===== src/rtl/operand_entry.sv =====
// rtl/operand_entry.sv - hex calculator operand builder with history recall and ALU handshake
module operand_entry #(
    parameter  int WIDTH      = 16,
    parameter  int DIGIT_W    = 4,
    parameter  bit EMPTY_OK   = 1'b0,
    localparam int MAX_DIGITS = WIDTH / DIGIT_W,
    localparam int CNT_W      = 3
) (
    input  logic               clk,
    input  logic               rst,
    input  logic               digit_valid,
    input  logic [DIGIT_W-1:0] digit,
    input  logic               backspace,
    input  logic               clear,
    input  logic               recall,
    input  logic [WIDTH-1:0]   recall_value,
    input  logic               commit,
    input  logic               op_ready,
    output logic               op_valid,
    output logic [WIDTH-1:0]   op_data,
    output logic [WIDTH-1:0]   entry_value,
    output logic [CNT_W-1:0]   digit_count,
    output logic               overflow
);

    localparam logic [CNT_W-1:0] MAX_CNT = CNT_W'(MAX_DIGITS);

    typedef enum logic [1:0] {
        S_EMPTY,
        S_EDIT,
        S_RECALLED,
        S_PENDING
    } state_t;

    state_t state;

    // Single state machine: one action per cycle, clear > recall > backspace > digit > commit.
    // While PENDING only clear or the handshake can move the machine.
    always_ff @(posedge clk or posedge rst) begin
        if (rst) begin
            state       <= S_EMPTY;
            entry_value <= '0;
            digit_count <= '0;
            op_valid    <= 1'b0;
            op_data     <= '0;
            overflow    <= 1'b0;
        end else if (clear) begin
            state       <= S_EMPTY;
            entry_value <= '0;
            digit_count <= '0;
            op_valid    <= 1'b0;
            overflow    <= 1'b0;
        end else if (state == S_PENDING) begin
            if (op_ready) begin
                state       <= S_EMPTY;
                entry_value <= '0;
                digit_count <= '0;
                op_valid    <= 1'b0;
                overflow    <= 1'b0;
            end
        end else if (recall) begin
            state       <= S_RECALLED;
            entry_value <= recall_value;
            digit_count <= MAX_CNT;
            overflow    <= 1'b0;
        end else if (backspace) begin
            case (state)
                S_EDIT: begin
                    entry_value <= entry_value >> DIGIT_W;
                    digit_count <= digit_count - 1'b1;
                    overflow    <= 1'b0;
                    if (digit_count == CNT_W'(1)) begin
                        state <= S_EMPTY;
                    end
                end
                S_RECALLED: begin
                    state       <= S_EMPTY;
                    entry_value <= '0;
                    digit_count <= '0;
                end
                default: ;
            endcase
        end else if (digit_valid) begin
            if (state == S_EDIT) begin
                if (digit_count < MAX_CNT) begin
                    entry_value <= {entry_value[WIDTH-DIGIT_W-1:0], digit};
                    digit_count <= digit_count + 1'b1;
                end else begin
                    overflow <= 1'b1;
                end
            end else begin
                // EMPTY or RECALLED: a typed digit starts a fresh entry
                state       <= S_EDIT;
                entry_value <= WIDTH'(digit);
                digit_count <= CNT_W'(1);
            end
        end else if (commit) begin
            if (state != S_EMPTY) begin
                state    <= S_PENDING;
                op_data  <= entry_value;
                op_valid <= 1'b1;
            end else if (EMPTY_OK) begin
                state    <= S_PENDING;
                op_data  <= '0;
                op_valid <= 1'b1;
            end
        end
    end

endmodule

===== config.mk =====
export PLATFORM = sky130hd
export DESIGN_NAME = operand_entry
export DESIGN_NICKNAME = d
export VERILOG_FILES = /design/src/rtl/operand_entry.sv
export SDC_FILE = /design/constraint.sdc
export NUM_CORES = 1
export LEC_CHECK = 0
export ABC_AREA = 0
export CORE_UTILIZATION = 51
export CTS_CLUSTER_DIAMETER = 200
export CTS_CLUSTER_SIZE = 25
export DETAILED_ROUTE_END_ITERATION = 12
export PLACE_DENSITY = 0.93
export SETUP_SLACK_MARGIN = 0.15
export SYNTH_ARGS = -nofsm -noshare
export SYNTH_HDL_FRONTEND = slang
export SYNTH_SLANG_ARGS = --single-unit

===== constraint.sdc =====
create_clock -name clk -period 3.3 [get_ports clk]
set_input_delay 0.66 -clock clk [delete_from_list [all_inputs] [get_ports clk]]
set_output_delay 0.66 -clock clk [all_outputs]
set_load 0.02 [all_outputs]

==> impl_metrics.prom, run 1 <==
# TYPE chip_impl_metric gauge
chip_impl_info{name="outcome",value="complete, no violations"} 1
chip_impl_metric{name="diodes_inserted",unit=""} 0
chip_impl_info{name="worst_setup_path_category",value="input port to flip-flop"} 1
chip_impl_metric{name="drt_first_iter_violations",unit=""} 140
chip_impl_metric{name="cts_hold_repair.buffers",unit=""} 0
chip_impl_metric{name="fin_total_pwr",unit="mW"} 1.39
chip_impl_metric{name="global_route.usage.total",unit=""} 0.261
chip_impl_metric{name="later_pin_clock_latency_in_the_skew_report",unit="ns"} 0.30
chip_impl_metric{name="ys_seq_elements",unit=""} 39
chip_impl_metric{name="share_comb_of_total_power",unit=""} 0.250
chip_impl_metric{name="max-clock-path-buffers",unit=""} 2
chip_impl_metric{name="finalHoldViolations",unit=""} 0
chip_impl_metric{name="cts_buffers",unit=""} 5
chip_impl_metric{name="synth_nets",unit=""} 254
chip_impl_metric{name="firstDrtPassIters",unit=""} 4
chip_impl_info{name="min-delay-path-class",value="flip-flop to flip-flop"} 1
chip_impl_metric{name="seq_area_frac_synth",unit=""} 0.433
chip_impl_metric{name="timing_limited_maximum_frequency",unit="GHz"} 0.392
chip_impl_metric{name="setup_viol",unit=""} 0
chip_impl_metric{name="power_report.internal_total",unit="µW"} 997
chip_impl_metric{name="die_w",unit="µm"} 68.5
chip_impl_metric{name="num_io_pins",unit=""} 65
chip_impl_metric{name="gpl_congestion",unit=""} 0.909
chip_impl_metric{name="cp_data_arrival_time",unit="ns"} 2.71
chip_impl_metric{name="post_route_cells_drive_above_1_share",unit=""} 0.143
chip_impl_info{name="yosys-top-cells-area",value="sky130_fd_sc_hd__dfrtp_1, sky130_fd_sc_hd__mux2_2, sky130_fd_sc_hd__ha_1, sky130_fd_sc_hd__nand2_1, sky130_fd_sc_hd__mux2i_1"} 1
chip_impl_metric{name="fin_ws",unit="ns"} 0.748
chip_impl_metric{name="leakage",unit="nW"} 1.33
chip_impl_metric{name="critPathRequiredTime",unit="ns"} 3.46
chip_impl_metric{name="num-nets-final",unit=""} 317
chip_impl_metric{name="mappedNetlistArea",unit="µm²"} 2250
chip_impl_metric{name="async_flop_share",unit=""} 1.00
chip_impl_info{name="synth-main-ff-cell",value="sky130_fd_sc_hd__dfrtp_1"} 1
chip_impl_metric{name="cts.repair.resized",unit=""} 0
chip_impl_metric{name="power_density_cells",unit="nW/µm²"} 452
chip_impl_metric{name="num_vias",unit=""} 1956
chip_impl_metric{name="die_area",unit="µm²"} 4690
chip_impl_info{name="rsz0062_at_grt",value="no"} 1
chip_impl_metric{name="antenna_left",unit=""} 0
chip_impl_metric{name="timing.setup.tns",unit="ns"} 0
chip_impl_info{name="yosys.area.top_type",value="sky130_fd_sc_hd__dfrtp_1"} 1
chip_impl_info{name="nature_of_the_critical_path_startpoint",value="input port"} 1
chip_impl_metric{name="postCtsSetupBuffers",unit=""} 0
chip_impl_metric{name="slew_headroom",unit=""} 0.614
chip_impl_metric{name="average_detailed_routed_wire_length_per_instance",unit="µm"} 17.2
chip_impl_metric{name="drc",unit=""} 0
chip_impl_metric{name="antenna_found_initial",unit=""} 0
chip_impl_metric{name="clkSlewWorstSetupHoldPaths",unit="ns"} 0.08
chip_impl_metric{name="synth.yosys.warnings",unit=""} 0
chip_impl_metric{name="worst_slack_after_detailed_placement",unit="ns"} 0.478
chip_impl_metric{name="switching_share_of_power",unit=""} 0.281
chip_impl_metric{name="layout_worst_path_cycle_share",unit=""} 0.773
chip_impl_metric{name="finalMaxSlewViolations",unit=""} 0
chip_impl_info{name="clockRootBuffer",value="sky130_fd_sc_hd__clkbuf_8"} 1
chip_impl_metric{name="htreeDepth",unit=""} 2
chip_impl_info{name="synthMostInstantiatedCell",value="sky130_fd_sc_hd__dfrtp_1"} 1
chip_impl_metric{name="grt_first_pass_wirelength",unit="mm"} 8.78
chip_impl_metric{name="vdd.ir_drop.worst",unit="µV"} 353
chip_impl_metric{name="synth-edff-count",unit=""} 0
chip_impl_metric{name="final_util",unit=""} 0.746
chip_impl_metric{name="p_clk_frac",unit=""} 0.342
chip_impl_metric{name="grt_pass1_vias",unit=""} 1857
chip_impl_metric{name="ys_types",unit=""} 43
chip_impl_metric{name="synthToLayoutAreaGrowth",unit="%"} 36.1
chip_impl_metric{name="min_tclk_post_route",unit="ns"} 2.55
chip_impl_metric{name="totalWireLength",unit="mm"} 5.67
chip_impl_metric{name="grt_overflow",unit=""} 0
chip_impl_info{name="setup.worst_path.end_class",value="flip-flop"} 1
chip_impl_metric{name="finalClockSkew",unit="ns"} 0.0109
chip_impl_metric{name="die_h",unit="µm"} 68.5
chip_impl_metric{name="worst_pin_slew",unit="ns"} 0.578
chip_impl_metric{name="synth_top_area_share",unit=""} 0.433
chip_impl_info{name="clock_tree_from_tritoncts",value="yes"} 1
chip_impl_metric{name="postPlaceCellArea",unit="µm²"} 2930
chip_impl_metric{name="p_switching",unit="µW"} 390
chip_impl_metric{name="crit_fanout",unit=""} 15
chip_impl_metric{name="max-cap-violations",unit=""} 0
chip_impl_info{name="yosys-top-cells-count",value="sky130_fd_sc_hd__dfrtp_1, sky130_fd_sc_hd__nand2_1, sky130_fd_sc_hd__mux2_2"} 1
chip_impl_metric{name="average_instance_area_after_synthesis",unit="µm²"} 10.4
chip_impl_metric{name="vias_per_cell",unit=""} 5.93
chip_impl_metric{name="grt_max_degree",unit=""} 40
chip_impl_metric{name="seq_power_share",unit=""} 0.408
chip_impl_metric{name="initial_core_utilization",unit=""} 0.548
chip_impl_metric{name="rows",unit=""} 23
chip_impl_metric{name="fp.coreArea",unit="µm²"} 4120
chip_impl_metric{name="filler_cell_count",unit=""} 303
chip_impl_metric{name="post-dp-hpwl",unit="mm"} 4.04
chip_impl_metric{name="io_buffer_count",unit=""} 64
chip_impl_metric{name="layout.cell_area.non_filler",unit="µm²"} 3070
chip_impl_metric{name="numClockSinks",unit=""} 39
chip_impl_metric{name="synthesis.instances",unit=""} 216
## cells in the final DEF, fill, tap and decap left out, drive strengths merged, types with 3 or more instances in the layout
| master | n |
|---|---|
| nand3b | 6 |
| nor2b | 8 |
| ha | 10 |
| a21oi | 6 |
| dfrtp | 39 |
| a221oi | 4 |
| buf | 6 |
| inv | 6 |
| clkdlybuf4s50 | 64 |
| o22ai | 3 |
| mux2i | 9 |
| o31ai | 10 |
| nor2 | 6 |
| nand2 | 25 |
| mux2 | 21 |
| o41ai | 4 |
| o21ai | 18 |
| o2bb2ai | 5 |
| clkbuf | 5 |
## cell families (layout without fill, tap and decap cells)
family	after synthesis	in the layout	share of synthesized area
AND/OR/NAND/NOR	57	57	0.138
flip-flops	39	39	0.433
AO/OA/AOI/OAI	60	60	0.188
multiplexers	30	30	0.145
buffers and inverters	20	84	0.0411
adder cells (fa/ha/maj)	10	10	0.0555
## critical path, cell delays in order
cell and delay [ns]:
sky130_fd_sc_hd__clkdlybuf4s50_1 0.61, sky130_fd_sc_hd__nor4_4 0.35, sky130_fd_sc_hd__a21boi_2 0.37, sky130_fd_sc_hd__or2_1 0.53, sky130_fd_sc_hd__o41ai_1 0.19
## state kept, by name (all words and copies together), names as in the netlist
signal and flops:
entry_value 16, digit_count 3, state 2, op_data 16
op_valid 1, overflow 1
## metal layers
metal  wire length (µm)  GRT usage  vias to the layer above
li1                   -          -                      915
met1               2350      0.333                      926
met2               2780      0.424                      103
met3                451     0.0592                       12
met4                 85      0.112                        0
met5                  0          0                        -
## power by group through the flow
| stage | Combinational [mW] | Sequential (mW) | Clock (mW) |
|---|---|---|---|
| detailed placement | 0.345 | 0.575 | 0 |
| finish | 0.346 | 0.566 | 0.475 |
| global placement | 0.337 | 0.572 | 0 |
| CTS | 0.347 | 0.566 | 0.485 |
| floorplan | 0.138 | 0.619 | 0 |
| global route | 0.374 | 0.573 | 0.502 |
## final timing paths
kind	from	end	slack, ns	cells past startpoint
worst min-delay path	op_data[1]	op_data[1]	0.51	1
min in group asynchronous	rst	state[1]	0.80	3
worst max register to register	state[0]	entry_value[9]	0.81	6
worst max-delay path	clear	entry_value[9]	0.75	5
max in group asynchronous	rst	entry_value[2]	2.14	3
worst min register to register	op_data[1]	op_data[1]	0.51	1
## final cells by class
cell class	count	area, µm²	area share
Multi-Input combinational cell	157	1190	0.386
Sequential cell	39	976	0.318
Timing Repair Buffer	70	686	0.223
Clock buffer	5	68.8	0.0224
Clock inverter	3	67.6	0.0220
Tap cell	50	62.6	0.0204
Inverter	6	22.5	0.00734
## per-stage QoR
| step | hold slack, ns | cells |
|---|---|---|
| 2_1_floorplan | 0.566 | 216 |
| 3_3_place_gp | 0.481 | 322 |
| 3_5_place_dp | 0.487 | 322 |
| 4_1_cts | 0.510 | 330 |
| 5_1_grt | 0.526 | 330 |
| 6_report | 0.505 | 330 |
Power figures use the tool's default switching activity.
==> run 2: changes to the inputs <==
- CORE_UTILIZATION: 51 -> 43
- PLACE_DENSITY: 0.93 -> 0.84
- clock period: 3.3 -> 2.15 ns (I/O delays scaled with it)
==> run 2 against run 1 <==
Global-route usage is 2.6 points lower. Sequential share of layout area is 2.1 points lower. Clock power is 34% higher. Largest cell class unchanged. Critical path type is now flip-flop to flip-flop. Combinational power is 70% higher. Wire length is 7.2% higher. Worst hold slack worse by 0.0053 ns.
==> impl_metrics.prom, run 2 (synthesis results as in run 1) <==
# TYPE chip_impl_metric gauge
chip_impl_metric{name="layout_worst_path_cycle_share",unit=""} 0.943
chip_impl_metric{name="seq_power_share",unit=""} 0.415
chip_impl_metric{name="power_density_cells",unit="nW/µm²"} 636
chip_impl_metric{name="multi_input_area",unit="µm²"} 1240
chip_impl_metric{name="area.sequential",unit="µm²"} 977
chip_impl_metric{name="finalMaxSlewViolations",unit=""} 0
chip_impl_metric{name="critPathRequiredTime",unit="ns"} 2.33
chip_impl_metric{name="gpl_congestion",unit=""} 0.854
chip_impl_metric{name="grt_pass1_vias",unit=""} 1998
chip_impl_metric{name="leakage",unit="nW"} 1.45
chip_impl_metric{name="numClockSinks",unit=""} 39
chip_impl_metric{name="die_w",unit="µm"} 74.4
chip_impl_metric{name="global_route.usage.total",unit=""} 0.235
chip_impl_metric{name="cts_buffers",unit=""} 5
chip_impl_metric{name="p_clk_frac",unit=""} 0.304
chip_impl_metric{name="p_switching",unit="µW"} 611
chip_impl_metric{name="num_io_pins",unit=""} 65
chip_impl_metric{name="slew_headroom",unit=""} 0.669
chip_impl_metric{name="drt_first_iter_violations",unit=""} 122
chip_impl_info{name="layout_commonest_cell",value="sky130_fd_sc_hd__clkdlybuf4s50_1"} 1
chip_impl_info{name="most_frequent_cells_in_the_layout",value="sky130_fd_sc_hd__clkdlybuf4s50_1, sky130_fd_sc_hd__dfrtp_1, sky130_fd_sc_hd__nand2_1"} 1
chip_impl_metric{name="power_report.internal_total",unit="mW"} 1.48
chip_impl_metric{name="finalHoldViolations",unit=""} 0
chip_impl_metric{name="average_detailed_routed_wire_length_per_instance",unit="µm"} 16.5
chip_impl_metric{name="htreeDepth",unit=""} 2
chip_impl_info{name="rsz0062_at_grt",value="yes"} 1
chip_impl_metric{name="grt_max_degree",unit=""} 40
chip_impl_metric{name="post_route_cells_drive_above_1_share",unit=""} 0.240
chip_impl_info{name="min-delay-path-class",value="flip-flop to flip-flop"} 1
chip_impl_metric{name="wl_met3",unit="µm"} 295
chip_impl_metric{name="timing.reg2reg.worst_path_depth",unit=""} 6
chip_impl_metric{name="setup_viol",unit=""} 0
chip_impl_info{name="outcome",value="complete, no violations"} 1
chip_impl_metric{name="antenna_found_initial",unit=""} 0
chip_impl_metric{name="grt_first_pass_wirelength",unit="mm"} 9.73
chip_impl_metric{name="num_vias",unit=""} 2033
chip_impl_info{name="clockRootBuffer",value="sky130_fd_sc_hd__clkbuf_8"} 1
chip_impl_metric{name="crit_fanout",unit=""} 4
chip_impl_metric{name="post-dp-hpwl",unit="mm"} 4.27
chip_impl_metric{name="timing_limited_maximum_frequency",unit="GHz"} 0.493
chip_impl_metric{name="max-clock-path-buffers",unit=""} 2
chip_impl_metric{name="rows",unit=""} 25
chip_impl_metric{name="firstDrtPassIters",unit=""} 4
chip_impl_metric{name="later_pin_clock_latency_in_the_skew_report",unit="ns"} 0.29
chip_impl_metric{name="antenna_left",unit=""} 0
chip_impl_metric{name="vias_per_cell",unit=""} 5.54
chip_impl_info{name="worstPathCellList",value="inv_2 > ha_4 > or4b_4 > a21oi_4 > a211oi_2 > mux2_4"} 1
chip_impl_metric{name="met1_length",unit="mm"} 2.72
chip_impl_metric{name="totalWireLength",unit="mm"} 6.07
chip_impl_metric{name="diodes_inserted",unit=""} 0
chip_impl_metric{name="cp_data_arrival_time",unit="ns"} 2.21
chip_impl_metric{name="synthToLayoutAreaGrowth",unit="%"} 46.2
chip_impl_metric{name="worst_hold_path.num_cells",unit=""} 1
chip_impl_info{name="setup.worst_path.end_class",value="flip-flop"} 1
chip_impl_metric{name="final_util",unit=""} 0.675
chip_impl_info{name="clock_tree_from_tritoncts",value="yes"} 1
chip_impl_metric{name="die_h",unit="µm"} 74.4
chip_impl_metric{name="clkSlewWorstSetupHoldPaths",unit="ns"} 0.07
chip_impl_metric{name="initial_core_utilization",unit=""} 0.462
chip_impl_metric{name="vdd.ir_drop.worst",unit="µV"} 393
chip_impl_metric{name="drc",unit=""} 0
chip_impl_metric{name="switching_share_of_power",unit=""} 0.292
chip_impl_metric{name="instances_no_fill",unit=""} 367
chip_impl_metric{name="max-cap-violations",unit=""} 0
chip_impl_metric{name="share_comb_of_total_power",unit=""} 0.281
chip_impl_metric{name="filler_cell_count",unit=""} 393
chip_impl_metric{name="placed_cells_incl_taps",unit=""} 355
chip_impl_metric{name="finalClockSkew",unit="ns"} 0.00362
chip_impl_info{name="reg.largest.list",value="entry_value: 16 flops, op_data: 16 flops, digit_count: 3 flops"} 1
chip_impl_info{name="top_layer",value="met4"} 1
chip_impl_metric{name="fp.coreArea",unit="µm²"} 4880
chip_impl_metric{name="num-nets-final",unit=""} 337
chip_impl_metric{name="timing.critical_path.slowest_cell_delay",unit="ns"} 0.54
chip_impl_metric{name="wl_met2",unit="mm"} 3.00
chip_impl_metric{name="grt_overflow",unit=""} 0
chip_impl_metric{name="io_buffer_count",unit=""} 64
chip_impl_info{name="worst_setup_path_category",value="flip-flop to flip-flop"} 1
chip_impl_metric{name="worst_pin_slew",unit="ns"} 0.497
chip_impl_metric{name="die_area",unit="µm²"} 5540
chip_impl_info{name="nature_of_the_critical_path_startpoint",value="flip-flop"} 1
chip_impl_info{name="worst_path_max_delay_cell",value="sky130_fd_sc_hd__or4b_4"} 1
chip_impl_metric{name="min_tclk_post_route",unit="ns"} 2.03
==> run 2: stage by stage <==
stage / cell area [µm²] / setup TNS, ns / power (mW) / hold WS [ns] / worst slack, ns
2_1_floorplan: 2260 / 0 / 1.16 / 0.589 / 0.153
3_3_place_gp: 3080 / -0.974 / 1.42 / 0.477 / -0.0998
3_5_place_dp: 3080 / -1.83 / 1.44 / 0.483 / -0.212
4_1_cts: 3240 / 0 / 2.09 / 0.503 / 0.154
5_1_grt: 3300 / 0 / 2.19 / 0.510 / 0.0651
6_report: 3300 / 0 / 2.10 / 0.500 / 0.123
==> run 2: routing by layer <==
layer / up-vias / GRT usage
met1: 993 / 0.321
met4: 0 / 0.0692
met2: 78 / 0.372
li1: 956 / -
met5: - / 0
met3: 6 / 0.0556
==> run 2: path summary, 6_finish.rpt <==
check / end / slack, ns / from
setup / recovery: state[0] / 0.12 / state[0]
hold / removal: overflow / 0.50 / overflow
setup reg to reg: state[0] / 0.12 / state[0]
hold reg to reg: overflow / 0.50 / overflow
max in group asynchronous: state[0] / 1.23 / rst
min in group asynchronous: op_data[2] / 0.54 / rst
==> run 2: cell type report <==
type                            count  share of cell area
Sequential cell                    39               0.297
Inverter                            6             0.00683
Clock inverter                      2              0.0106
Tap cell                           67              0.0254
Multi-Input combinational cell    157               0.376
Timing Repair Buffer               90               0.259
Clock buffer                        6              0.0251
==> run 2: worst max-delay path, delay by kind of cell, from the launching register on <==
kind            cells  cell delay [ns]
fa+ha+maj           1             0.20
mux                 1             0.32
flops               1             0.43
simple gates        1             0.54
buf+inv             1             0.09
compound gates      2             0.32
==> run 2: timing repair <==
item / CTS / global route
gates resized for setup: 6 / 12
hold buffers: 0 / 0
cloned: 1 / 0
pin swaps: 2 / 8
hold endpoints to repair: 0 / 0
endpoints found under the setup margin: 21 / 21
buffers inserted: 3 / 0
==> run 2: power by group through the flow <==
| stage | combinational [mW] | clock (mW) | sequential [mW] |
|---|---|---|---|
| after floorplan | 0.212 | 0 | 0.950 |
| after detailed placement | 0.554 | 0 | 0.887 |
| after global placement | 0.543 | 0 | 0.880 |
| after CTS | 0.573 | 0.647 | 0.870 |
| after global routing | 0.634 | 0.673 | 0.881 |
| final | 0.589 | 0.636 | 0.870 |
